**src/rtl/mux_ctrl_pkg.sv**
```systemverilog
`default_nettype none
// ============================================================================
// Module      : mux_ctrl_pkg
// Description : Shared definitions for the programmable mux select sequencer:
//               default sizes, the row-end index helper and the reference
//               select patterns for mode 0 and mode 1.
// Revision    : 1.0 - initial release
// ============================================================================
package mux_ctrl_pkg;

    localparam int N_MODE_DEF    = 4;
    localparam int SEQ_DEPTH_DEF = 16;

    // Reference select patterns; the last index is the final valid entry.
    localparam int c_mode0_len       = 12;
    localparam int c_mode0_pat [12]  = '{0, 1, 2, 3, 4, 5, 1, 0, 3, 2, 5, 4};
    localparam int c_mode0_last      = 11;
    localparam int c_mode1_len       = 3;
    localparam int c_mode1_pat [3]   = '{0, 3, 4};
    localparam int c_mode1_last      = 2;

    // Index of the last output column of a row. A kernel wider than the
    // padded picture would give a negative index; clamp it to zero so the
    // row counter then wraps on every update.
    function automatic logic [31:0] row_last_f(
        input logic [31:0] pic,
        input logic [31:0] pad,
        input logic [31:0] kern
    );
        logic [31:0] span;
        span = pic + (pad << 1);
        return (span < kern) ? 32'd0 : (span - kern);
    endfunction

endpackage
`default_nettype wire

```
**src/rtl/mux_seq_table.sv**
```systemverilog
`default_nettype none
// ============================================================================
// Module      : mux_seq_table
// Description : Per-mode select table and last-index register file. Entry
//               and last-index writes may occur in the same cycle. Reads are
//               combinational, so a write is visible from the next cycle.
// Revision    : 1.0 - initial release
// Ports       : SYS_CLK, SYS_RST       clock, sync active-high reset
//               wr_tab_en/wr_len_en    entry / last-index write strobes
//               wr_mode, wr_addr       write target mode and entry index
//               wr_sel, wr_last        entry data, last-index data
//               rd_mode, rd_ptr        read mode and entry index
//               rd_sel, rd_last        selected entry, last index of rd_mode
// ============================================================================
module mux_seq_table #(
    parameter int N_MODE    = 4,
    parameter int SEQ_DEPTH = 16,
    parameter int SEL_W     = 3,
    parameter int PTR_W     = 4,
    parameter int MODE_W    = 2
) (
    input  logic              SYS_CLK,
    input  logic              SYS_RST,
    input  logic              wr_tab_en,
    input  logic              wr_len_en,
    input  logic [MODE_W-1:0] wr_mode,
    input  logic [PTR_W-1:0]  wr_addr,
    input  logic [SEL_W-1:0]  wr_sel,
    input  logic [PTR_W-1:0]  wr_last,
    input  logic [MODE_W-1:0] rd_mode,
    input  logic [PTR_W-1:0]  rd_ptr,
    output logic [SEL_W-1:0]  rd_sel,
    output logic [PTR_W-1:0]  rd_last
);

    logic [SEL_W-1:0] r_tab  [N_MODE][SEQ_DEPTH];
    logic [PTR_W-1:0] r_last [N_MODE];

    always_ff @(posedge SYS_CLK) begin
        if (SYS_RST) begin
            for (int m = 0; m < N_MODE; m++) begin
                r_last[m] <= '0;
                for (int e = 0; e < SEQ_DEPTH; e++) begin
                    r_tab[m][e] <= '0;
                end
            end
        end else begin
            if (wr_tab_en) begin
                r_tab[wr_mode][wr_addr] <= wr_sel;
            end
            if (wr_len_en) begin
                r_last[wr_mode] <= wr_last;
            end
        end
    end

    assign rd_sel  = r_tab[rd_mode][rd_ptr];
    assign rd_last = r_last[rd_mode];

endmodule
`default_nettype wire

```
**src/rtl/mux_ctrl_seq.sv**
```systemverilog
`default_nettype none
// ============================================================================
// Module      : mux_ctrl_seq
// Description : Programmable select sequencer for the input-buffer N:1 mux.
//               Steps a per-mode pointer through a run-time loaded select
//               table on each ctrl_update_i, with a row-end counter that can
//               restart the pointer per mode.
// Revision    : 1.0 - initial release
// Ports       : SYS_CLK, SYS_RST       clock, sync active-high reset
//               mode_i                 one-hot mode, lowest bit wins, 0 = idle
//               ctrl_update_i          advance one select step
//               ctrl_reset_i           restart pointer and row counter
//               pic_size_i, padding_i, kernel_i  row geometry
//               cfg_we_i, cfg_len_we_i entry / last-index writes
//               cfg_mode_i, cfg_addr_i, cfg_data_i  write target and data
//               row_rst_en_i           per-mode pointer restart at row end
//               ctrl_mux_o             registered mux select
//               row_end_o, seq_wrap_o  one-cycle event pulses
//               cfg_err_o              sticky illegal-write flag
// ============================================================================
module mux_ctrl_seq
    import mux_ctrl_pkg::*;
#(
    parameter int N_SEL     = 6,
    parameter int SEQ_DEPTH = SEQ_DEPTH_DEF,
    parameter int N_MODE    = N_MODE_DEF,
    parameter int PIC_W     = 6,
    localparam int SEL_W    = (N_SEL > 1) ? $clog2(N_SEL) : 1,
    localparam int PTR_W    = (SEQ_DEPTH > 1) ? $clog2(SEQ_DEPTH) : 1,
    localparam int MODE_W   = (N_MODE > 1) ? $clog2(N_MODE) : 1,
    localparam int DATA_W   = (SEL_W > PTR_W) ? SEL_W : PTR_W
) (
    input  logic              SYS_CLK,
    input  logic              SYS_RST,
    input  logic [N_MODE-1:0] mode_i,
    input  logic              ctrl_update_i,
    input  logic              ctrl_reset_i,
    input  logic [PIC_W-1:0]  pic_size_i,
    input  logic [1:0]        padding_i,
    input  logic [3:0]        kernel_i,
    input  logic              cfg_we_i,
    input  logic              cfg_len_we_i,
    input  logic [MODE_W-1:0] cfg_mode_i,
    input  logic [PTR_W-1:0]  cfg_addr_i,
    input  logic [DATA_W-1:0] cfg_data_i,
    input  logic [N_MODE-1:0] row_rst_en_i,
    output logic [SEL_W-1:0]  ctrl_mux_o,
    output logic              row_end_o,
    output logic              seq_wrap_o,
    output logic              cfg_err_o
);

    localparam int RC_W = PIC_W + 2;

    logic [PTR_W-1:0]  r_ptr;
    logic [RC_W-1:0]   r_rcnt;
    logic [MODE_W-1:0] r_am;
    logic              r_mode_vld;
    logic [SEL_W-1:0]  r_mux;
    logic              r_row_end;
    logic              r_seq_wrap;
    logic              r_err;

    logic [MODE_W-1:0] w_am;
    logic              w_mode_vld;
    logic              w_mode_chg;
    logic [RC_W-1:0]   w_row_last;
    logic              w_row_hit;
    logic [PTR_W-1:0]  w_ptr_next;
    logic              w_wrap;
    logic [SEL_W-1:0]  w_rd_sel;
    logic [PTR_W-1:0]  w_last;
    logic              w_mode_ok;
    logic              w_sel_ok;
    logic              w_len_ok;
    logic              w_tab_we;
    logic              w_len_we;
    logic              w_err_set;

    // Active mode: scan downward so the lowest set bit is the one kept.
    always_comb begin
        w_am       = '0;
        w_mode_vld = 1'b0;
        for (int i = N_MODE - 1; i >= 0; i--) begin
            if (mode_i[i]) begin
                w_am       = MODE_W'(i);
                w_mode_vld = 1'b1;
            end
        end
    end

    // Idle counts as its own "mode" so entering or leaving idle restarts too.
    assign w_mode_chg = (w_mode_vld != r_mode_vld) ||
                        (w_mode_vld && (w_am != r_am));

    assign w_row_last = RC_W'(row_last_f(32'(pic_size_i), 32'(padding_i),
                                         32'(kernel_i)));
    assign w_row_hit  = ctrl_update_i && (r_rcnt == w_row_last);

    always_comb begin
        w_ptr_next = r_ptr;
        w_wrap     = 1'b0;
        if (ctrl_reset_i) begin
            w_ptr_next = '0;
        end else if (w_row_hit && row_rst_en_i[w_am]) begin
            w_ptr_next = '0;
        end else if (ctrl_update_i && (r_ptr >= w_last)) begin
            // >= rather than == so shrinking last below ptr still wraps.
            w_ptr_next = '0;
            w_wrap     = w_mode_vld;
        end else if (ctrl_update_i) begin
            w_ptr_next = r_ptr + PTR_W'(1);
        end
        if (!w_mode_vld || w_mode_chg) begin
            w_ptr_next = '0;
        end
    end

    // Each write is screened on its own; an illegal one is dropped and
    // latches the error flag.
    assign w_mode_ok = (32'(cfg_mode_i) < 32'(N_MODE));
    assign w_sel_ok  = (32'(cfg_data_i) < 32'(N_SEL));
    assign w_len_ok  = (32'(cfg_data_i) < 32'(SEQ_DEPTH));
    assign w_tab_we  = cfg_we_i     && w_mode_ok && w_sel_ok;
    assign w_len_we  = cfg_len_we_i && w_mode_ok && w_len_ok;
    assign w_err_set = (cfg_we_i     && !(w_mode_ok && w_sel_ok)) ||
                       (cfg_len_we_i && !(w_mode_ok && w_len_ok));

    mux_seq_table #(
        .N_MODE    (N_MODE),
        .SEQ_DEPTH (SEQ_DEPTH),
        .SEL_W     (SEL_W),
        .PTR_W     (PTR_W),
        .MODE_W    (MODE_W)
    ) u_table (
        .SYS_CLK   (SYS_CLK),
        .SYS_RST   (SYS_RST),
        .wr_tab_en (w_tab_we),
        .wr_len_en (w_len_we),
        .wr_mode   (cfg_mode_i),
        .wr_addr   (cfg_addr_i),
        .wr_sel    (cfg_data_i[SEL_W-1:0]),
        .wr_last   (cfg_data_i[PTR_W-1:0]),
        .rd_mode   (w_am),
        .rd_ptr    (w_ptr_next),
        .rd_sel    (w_rd_sel),
        .rd_last   (w_last)
    );

    always_ff @(posedge SYS_CLK) begin
        if (SYS_RST) begin
            r_ptr      <= '0;
            r_rcnt     <= '0;
            r_am       <= '0;
            r_mode_vld <= 1'b0;
            r_mux      <= '0;
            r_row_end  <= 1'b0;
            r_seq_wrap <= 1'b0;
            r_err      <= 1'b0;
        end else begin
            r_ptr      <= w_ptr_next;
            r_am       <= w_am;
            r_mode_vld <= w_mode_vld;
            r_mux      <= w_mode_vld ? w_rd_sel : '0;
            r_row_end  <= w_row_hit && !ctrl_reset_i;
            r_seq_wrap <= w_wrap;
            if (w_err_set) begin
                r_err <= 1'b1;
            end
            if (ctrl_reset_i || w_row_hit) begin
                r_rcnt <= '0;
            end else if (ctrl_update_i) begin
                r_rcnt <= r_rcnt + RC_W'(1);
            end
        end
    end

    assign ctrl_mux_o = r_mux;
    assign row_end_o  = r_row_end;
    assign seq_wrap_o = r_seq_wrap;
    assign cfg_err_o  = r_err;

endmodule
`default_nettype wire

```
**config.mk**
```make
export PLATFORM = sky130hd
export DESIGN_NAME = mux_ctrl_seq
export DESIGN_NICKNAME = d
export VERILOG_FILES = /design/src/rtl/mux_ctrl_pkg.sv /design/src/rtl/mux_seq_table.sv /design/src/rtl/mux_ctrl_seq.sv
export SDC_FILE = /design/constraint.sdc
export NUM_CORES = 1
export LEC_CHECK = 0
export BUFFER_PORTS_ARGS = -buffer_cell sky130_fd_sc_hd__buf_2
export CAP_MARGIN = 40
export CORE_MARGIN = 10
export CORE_UTILIZATION = 60
export DETAILED_ROUTE_END_ITERATION = 12
export PLACE_DENSITY = 0.79
export SLEW_MARGIN = 20
export SYNTH_ARGS = -nofsm -noshare
export SYNTH_HDL_FRONTEND = slang
export SYNTH_SLANG_ARGS = --single-unit
```
**constraint.sdc**
```tcl
create_clock -name SYS_CLK -period 6 [get_ports SYS_CLK]
set_input_delay 1.2 -clock SYS_CLK [delete_from_list [all_inputs] [get_ports SYS_CLK]]
set_output_delay 1.2 -clock SYS_CLK [all_outputs]
set_load 0.005 [all_outputs]
```
======== Word-level counts from Yosys, hierarchy flattened ========
Memory sizes are Yosys's and may differ from the RTL's.
Index checks and enable logic that the tools add are counted.
W data, S select, Z words.
storage, ports and cells
  bits in registers ....................... 21
  bits in writable memories ............... 208
  bits of input ports ..................... 36
  output and inout port bits .............. 6
  word-level logic and storage cells ...... 82
  memories kept ........................... 2
operators by class
  add/sub/neg operators ................... 4
  order comparisons ....................... 7
  eq/ne operators ......................... 3
  mux-type cells .......................... 35
  bitwise logic cells ..................... 4
  reduce and logical (&&, ||, !) cells .... 19
memory list
  memory          depth  width  read ports  clocked after memory_dff  wr ports  line                 source
  u_table.r_tab   4      48     1           0                         4         mux_seq_table.sv:36  logic [SEL_W-1:0] r_tab [N_MODE][SEQ_DEPTH];
  u_table.r_last  4      4      1           0                         4         mux_seq_table.sv:37  logic [PTR_W-1:0] r_last [N_MODE];
operators with widths
  kind                   count
  $mux W48               3
  $reduce_or A48 Y1      1
  $mux W4                6
  $mux W1                13
  $bmux W3 S4            1
  $demux W3 S4           1
  $mux W2                6
  $ge A5 B5 Y1 const B   2
  $not A4 Y5             2
  $mux W3                3
  $add A8 B1 Y8 const B  1
  $eq A8 B8 Y1           1
  $logic_and A1 B1 Y1    8
  $mux W8                1
  $reduce_or A4 Y1       2
  $sub A7 B4 Y8          1
  $add A6 B3 Y7          1
  $lt A7 B4 Y1           1
  $lt A5 B1 Y1 const B   1
  $add A4 B1 Y4 const B  1
  $ge A4 B4 Y1           1
  $lt A4 B3 Y1 const B   1
  $reduce_or A2 Y1       2
  $logic_not A1 Y1       3
  6 further kinds        9

======== Logic depth before layout (Yosys ltp) ========
An unclocked memory read counts as a cell.
  depth in word-level cells ............... 15
  mapped depth ............................ 17
  mapped depth without buffers ............ 14

======== By module ========
Synthesis repeated with hierarchy kept, for this count alone.
unflattened totals
  cells, all modules ...................... 915
  area, all modules ....................... 11,857.6 um2
by module, submodules not included
  module         instances  cells an instance  area an instance (um2)  sequential area each (um2)
  mux_seq_table  1          725                10,229.8                6,246.0
  mux_ctrl_seq   1          190                1,627.8                 420.4

======== Worst setup path after synthesis ========
Ideal clock, no wire load.
  kind .................................... input port to flip-flop
  start point ............................. input port mode_i[2]
  end point ............................... register r_mux[2] (netlist: ctrl_mux_o[2])
  setup time .............................. 143 ps
  data arrival time ....................... 5,385 ps
  data required time ...................... 5,857 ps
  path slack .............................. 471 ps
  stages on the path ...................... 17
  buffers on the path ..................... 3
  path through ............................ nand2b_1 a21oi_1 buf_2 buf_2 buf_2 mux4_2 ha_1 nand2b_1 a2111oi_0 nor3_1 nor4_4 nand2_1 or3_1 a21oi_1 a2111oi_4 a22oi_1 o221ai_1
between the ends
  cells in the longest elaborated chain, start to end .. 14
  elaborated cells between the ends (all ways) .. 29
  classes of those cells .................. order compare (1); eq/ne (2); mux (15); bitwise (2); reduce/logical (7); memory (2)
RTL lines
  element                                     line                 source
  start, declared                             mux_ctrl_seq.sv:35   input logic [N_MODE-1:0] mode_i,
  $mux W2 (3 in a row)                        mux_ctrl_seq.sv:85   if (mode_i[i]) begin
  $mem_v2 Z4 W4                               n/a
  $ge A4 B4 Y1                                mux_ctrl_seq.sv:107  end else if (ctrl_update_i && (r_ptr >= w_last)) begin
  $logic_and A1 B1 Y1                         mux_ctrl_seq.sv:107
  $mux W4                                     mux_ctrl_seq.sv:107
  $mux W4                                     mux_ctrl_seq.sv:105  end else if (w_row_hit && row_rst_en_i[w_am]) begin
  $mux W4                                     mux_ctrl_seq.sv:103  if (ctrl_reset_i) begin
  $mux W4                                     mux_ctrl_seq.sv:114  if (!w_mode_vld || w_mode_chg) begin
  $not A4 Y5 (not written as such)            mux_seq_table.sv:57  assign rd_sel = r_tab[rd_mode][rd_ptr];
  $bmux W3 S4                                 mux_seq_table.sv:57
  $mux W3 (not written as such) (2 in a row)  mux_seq_table.sv:57
  end signal, assigned                        mux_ctrl_seq.sv:164  r_mux <= w_mode_vld ? w_rd_sel : '0;
  end, declared                               mux_ctrl_seq.sv:59   logic [SEL_W-1:0] r_mux;
Several ways; a longest one is shown, not always the timed one. The select of a mux whose other input is x is not followed.
A chain may end at the register's enable or synchronous reset.

======== Worst setup path in the final report ========
  start point ............................. input port mode_i[2]
  end point ............................... register r_mux[1] (netlist: ctrl_mux_o[1])
The elaborated chain is that of the path after synthesis.

==> results.sh <==
export IMPL_yosysUniqueCellTypes=60
export IMPL_hold_viol_final=0
export IMPL_finalSetupViolations=0
export IMPL_p_sw_share_pct=22.9
export IMPL_rsz0062_at_grt="no"
export IMPL_clockPowerShare_pct=41.6
export IMPL_vias=7670
export IMPL_die_h_um=160
export IMPL_grt_max_degree=66
export IMPL_max_slew_margin_pct=42.9
export IMPL_setup_worst_path_end_class="register"
export IMPL_yosys_warnings=0
export IMPL_required_ns=6.41
export IMPL_power_leakage_nw=5.57
export IMPL_critPathMaxStageDelay_ns=0.53
export IMPL_via_per_inst=6.38
export IMPL_status="completed"
export IMPL_ctsHtreeMaxLevel=1
export IMPL_crit_path_start_kind="primary input"
export IMPL_critical_path_cell_chain="buf_2 > nand2b_1 > a21oi_4 > mux4_2 > ha_1 > nand2b_1 > a2111oi_0 > nor3_1 > nor4_4 > nand2_1 > a21oi_4 > mux2_4 > a2bb2oi_1 > a32o_1"
export IMPL_fin_crit_sh_pct=81.7
export IMPL_switchingPower_w=0.000874
export IMPL_worst_slew_pin_slew_ns=0.853
export IMPL_wire_per_inst_um=21.8
export IMPL_grt_overflow=0
export IMPL_drc=0
export IMPL_ys_ff_latch=229
export IMPL_ys_dominant_reg_cell="edfxtp_1"
export IMPL_hp_class="reg -> reg"
export IMPL_ant_nets=0
export IMPL_syn_num_nets=973
export IMPL_fin_setup_tns_ns=0
export IMPL_postCtsHoldBufs=0
export IMPL_floorplan_die_area_um2=25700
export IMPL_synth_async_reset_ratio_pct=0
export IMPL_nets=969
export IMPL_layout_common_cells="edfxtp_1 (208), and3_1 (194), a21o_1 (69)"
export IMPL_ys_seq_area_share_pct=56.5
export IMPL_cts_tree="yes"
export IMPL_grt_use_total_pct=20.2
export IMPL_powerDensity_nw_per_um2=292
export IMPL_gp_congestion=0.867
export IMPL_grt_pass1_vias=7597
export IMPL_ios=42
export IMPL_dieWidth_um=160
export IMPL_drive_above_1_share_pct=18.7
export IMPL_report_final_slew_viol_count=0
export IMPL_reg2reg_depth=11
export IMPL_max_freq_mhz=204
export IMPL_syn_inst=923
export IMPL_port_buffers=41
export IMPL_initial_utilization_pct=60.9
export IMPL_grt_pass1_wl_um=42300
export IMPL_syn_area_um2=11800
export IMPL_whs_ns=0.474
export IMPL_cts_root_buf="clkbuf_16"
export IMPL_drt_iter0_markers=744
export IMPL_drtPass1Iterations=5
export IMPL_cp_max_fo=17
export IMPL_grt_antenna_before_repair=0
export IMPL_cts_sinks=229
export IMPL_synth_edf_count=208
export IMPL_cts_setup_buffers=0
export IMPL_skew_ns=0.00786
export IMPL_worstPathArrival_ns=5.31
export IMPL_dpl_hpwl_um=16800
export IMPL_path_clk_slew_ns=0.06
export IMPL_area_growth_pct=10.7
export IMPL_maxCapViolCount=0
export IMPL_cts_buffer_depth=3
export IMPL_power_ir_vdd_worst_mv=0.380
export IMPL_cts_made_buffers=24
export IMPL_critical_path_class="in -> reg"
export IMPL_cts_resized=0
export IMPL_internal_power_w=0.00294
export IMPL_wl_um=26300
export IMPL_crit_slowest_cell="mux4_2"
export IMPL_fp_coreArea_um2=19400
export IMPL_mostFrequentLayoutCell="edfxtp_1"
export IMPL_seq_power_share_pct=48.3
export IMPL_share_comb_of_total_power_pct=10.1
export IMPL_avgSynthCellArea_um2=12.8
export IMPL_clkLatencyLatePin_ns=0.52
export IMPL_worstHoldPathCells=2
export IMPL_power_w=0.00382
export IMPL_row_count=51
export IMPL_fin_crit_ns=4.90
export IMPL_antenna_cells=0
## final timing paths
| check | from | endpoint | slack, ns |
|---|---|---|---|
| worst max register to register | u_table.r_last[2][0] | ctrl_mux_o[1] | 1.92 |
| worst min register to register | cfg_err_o | cfg_err_o | 0.47 |
| worst min-delay path | cfg_err_o | cfg_err_o | 0.47 |
| worst max-delay path | mode_i[2] | ctrl_mux_o[1] | 1.10 |
## cells in the mapped netlist (3+ instances only)
cell / n / area (um2)
edfxtp_1: 208 / 6250
and3_1: 194 / 1210
clkbuf_1: 84 / 315
a21o_1: 69 / 518
mux4_2: 53 / 1190
nor2_1: 50 / 188
nand2_1: 42 / 158
dfxtp_1: 21 / 420
inv_1: 21 / 78.8
nor3_1: 16 / 80.1
ha_1: 12 / 150
mux2i_1: 12 / 120
xor2_1: 12 / 105
nand2b_1: 11 / 68.8
o21ai_0: 10 / 50.1
a21oi_1: 9 / 45.0
nand3_1: 8 / 40.0
a211oi_1: 7 / 52.6
nand4_1: 7 / 43.8
xnor2_1: 7 / 61.3
buf_2: 5 / 25.0
nor2b_1: 5 / 31.3
o211ai_1: 5 / 37.5
a21boi_0: 4 / 30.0
and2_1: 4 / 25.0
mux2_2: 3 / 33.8
or3_1: 3 / 18.8
## power groups by stage
| stage | Combinational, W | Sequential [W] | Clock (W) |
|---|---|---|---|
| 6_report | 0.000384 | 0.00185 | 0.00159 |
| 3_3_place_gp | 0.000368 | 0.00187 | 0 |
| 5_1_grt | 0.000417 | 0.00185 | 0.00166 |
| 2_1_floorplan | 0.000277 | 0.00186 | 0 |
| 3_5_place_dp | 0.000381 | 0.00188 | 0 |
| 4_1_cts | 0.000384 | 0.00185 | 0.00160 |
## final cells by class
class	instances	area (um2)
flip-flops and latches	229	6670
fillers	1375	6330
multi-input cells	579	4720
clock buffers	25	626
repair buffers	64	423
well taps	265	332
clock inverters	19	221
inverters	21	78.8
## logic make-up after synthesis
kind of cell               count (synthesis)  synth area share (%)
muxes                                     69                  11.5
buffers and inverters                    115                  3.87
DFF                                      229                  56.5
xor gates and xnor gates                  19                  1.41
AOI/OAI and AO/OA                        123                  8.12
and+or+nand+nor                          354                  17.0
adders and majority gates                 14                  1.61
## sequential cells by signal, indices dropped and copies added, names as in the netlist
name	flops
u_table.r_tab	192
u_table.r_last	16
r_rcnt	8
r_ptr	4
ctrl_mux_o	3
r_am	2
cfg_err_o	1
r_mode_vld	1
row_end_o	1
seq_wrap_o	1
## metal layers
layer  routed length [um]  global-route usage, %
met1                10800                   27.6
met2                12700                   32.9
met3                 2220                   3.86
met4                  527                   4.67
met5                    0                      0
## critical path, delay by kind of cell
kind	cells	cell delay, ns
AOI/OAI and AO/OA	5	1.60
adders and majority gates	1	0.27
buffers and inverters	1	0.10
muxes	2	0.87
and+or+nand+nor	5	1.25
## stage by stage
step / setup slack [ns] / cell area (um2) / std cells / utilization, %
3_3_place_gp: 0.697 / 12100 / 1150 / 62.5
2_1_floorplan: 0.471 / 11800 / 923 / -
4_1_cts: 1.09 / 13000 / 1198 / 67.2
6_report: 1.10 / 13100 / 1202 / 67.4
5_1_grt: 0.708 / 13100 / 1202 / 67.4
3_5_place_dp: 0.547 / 12200 / 1154 / 62.9
Note: power is estimated with default switching activity, not from simulation.
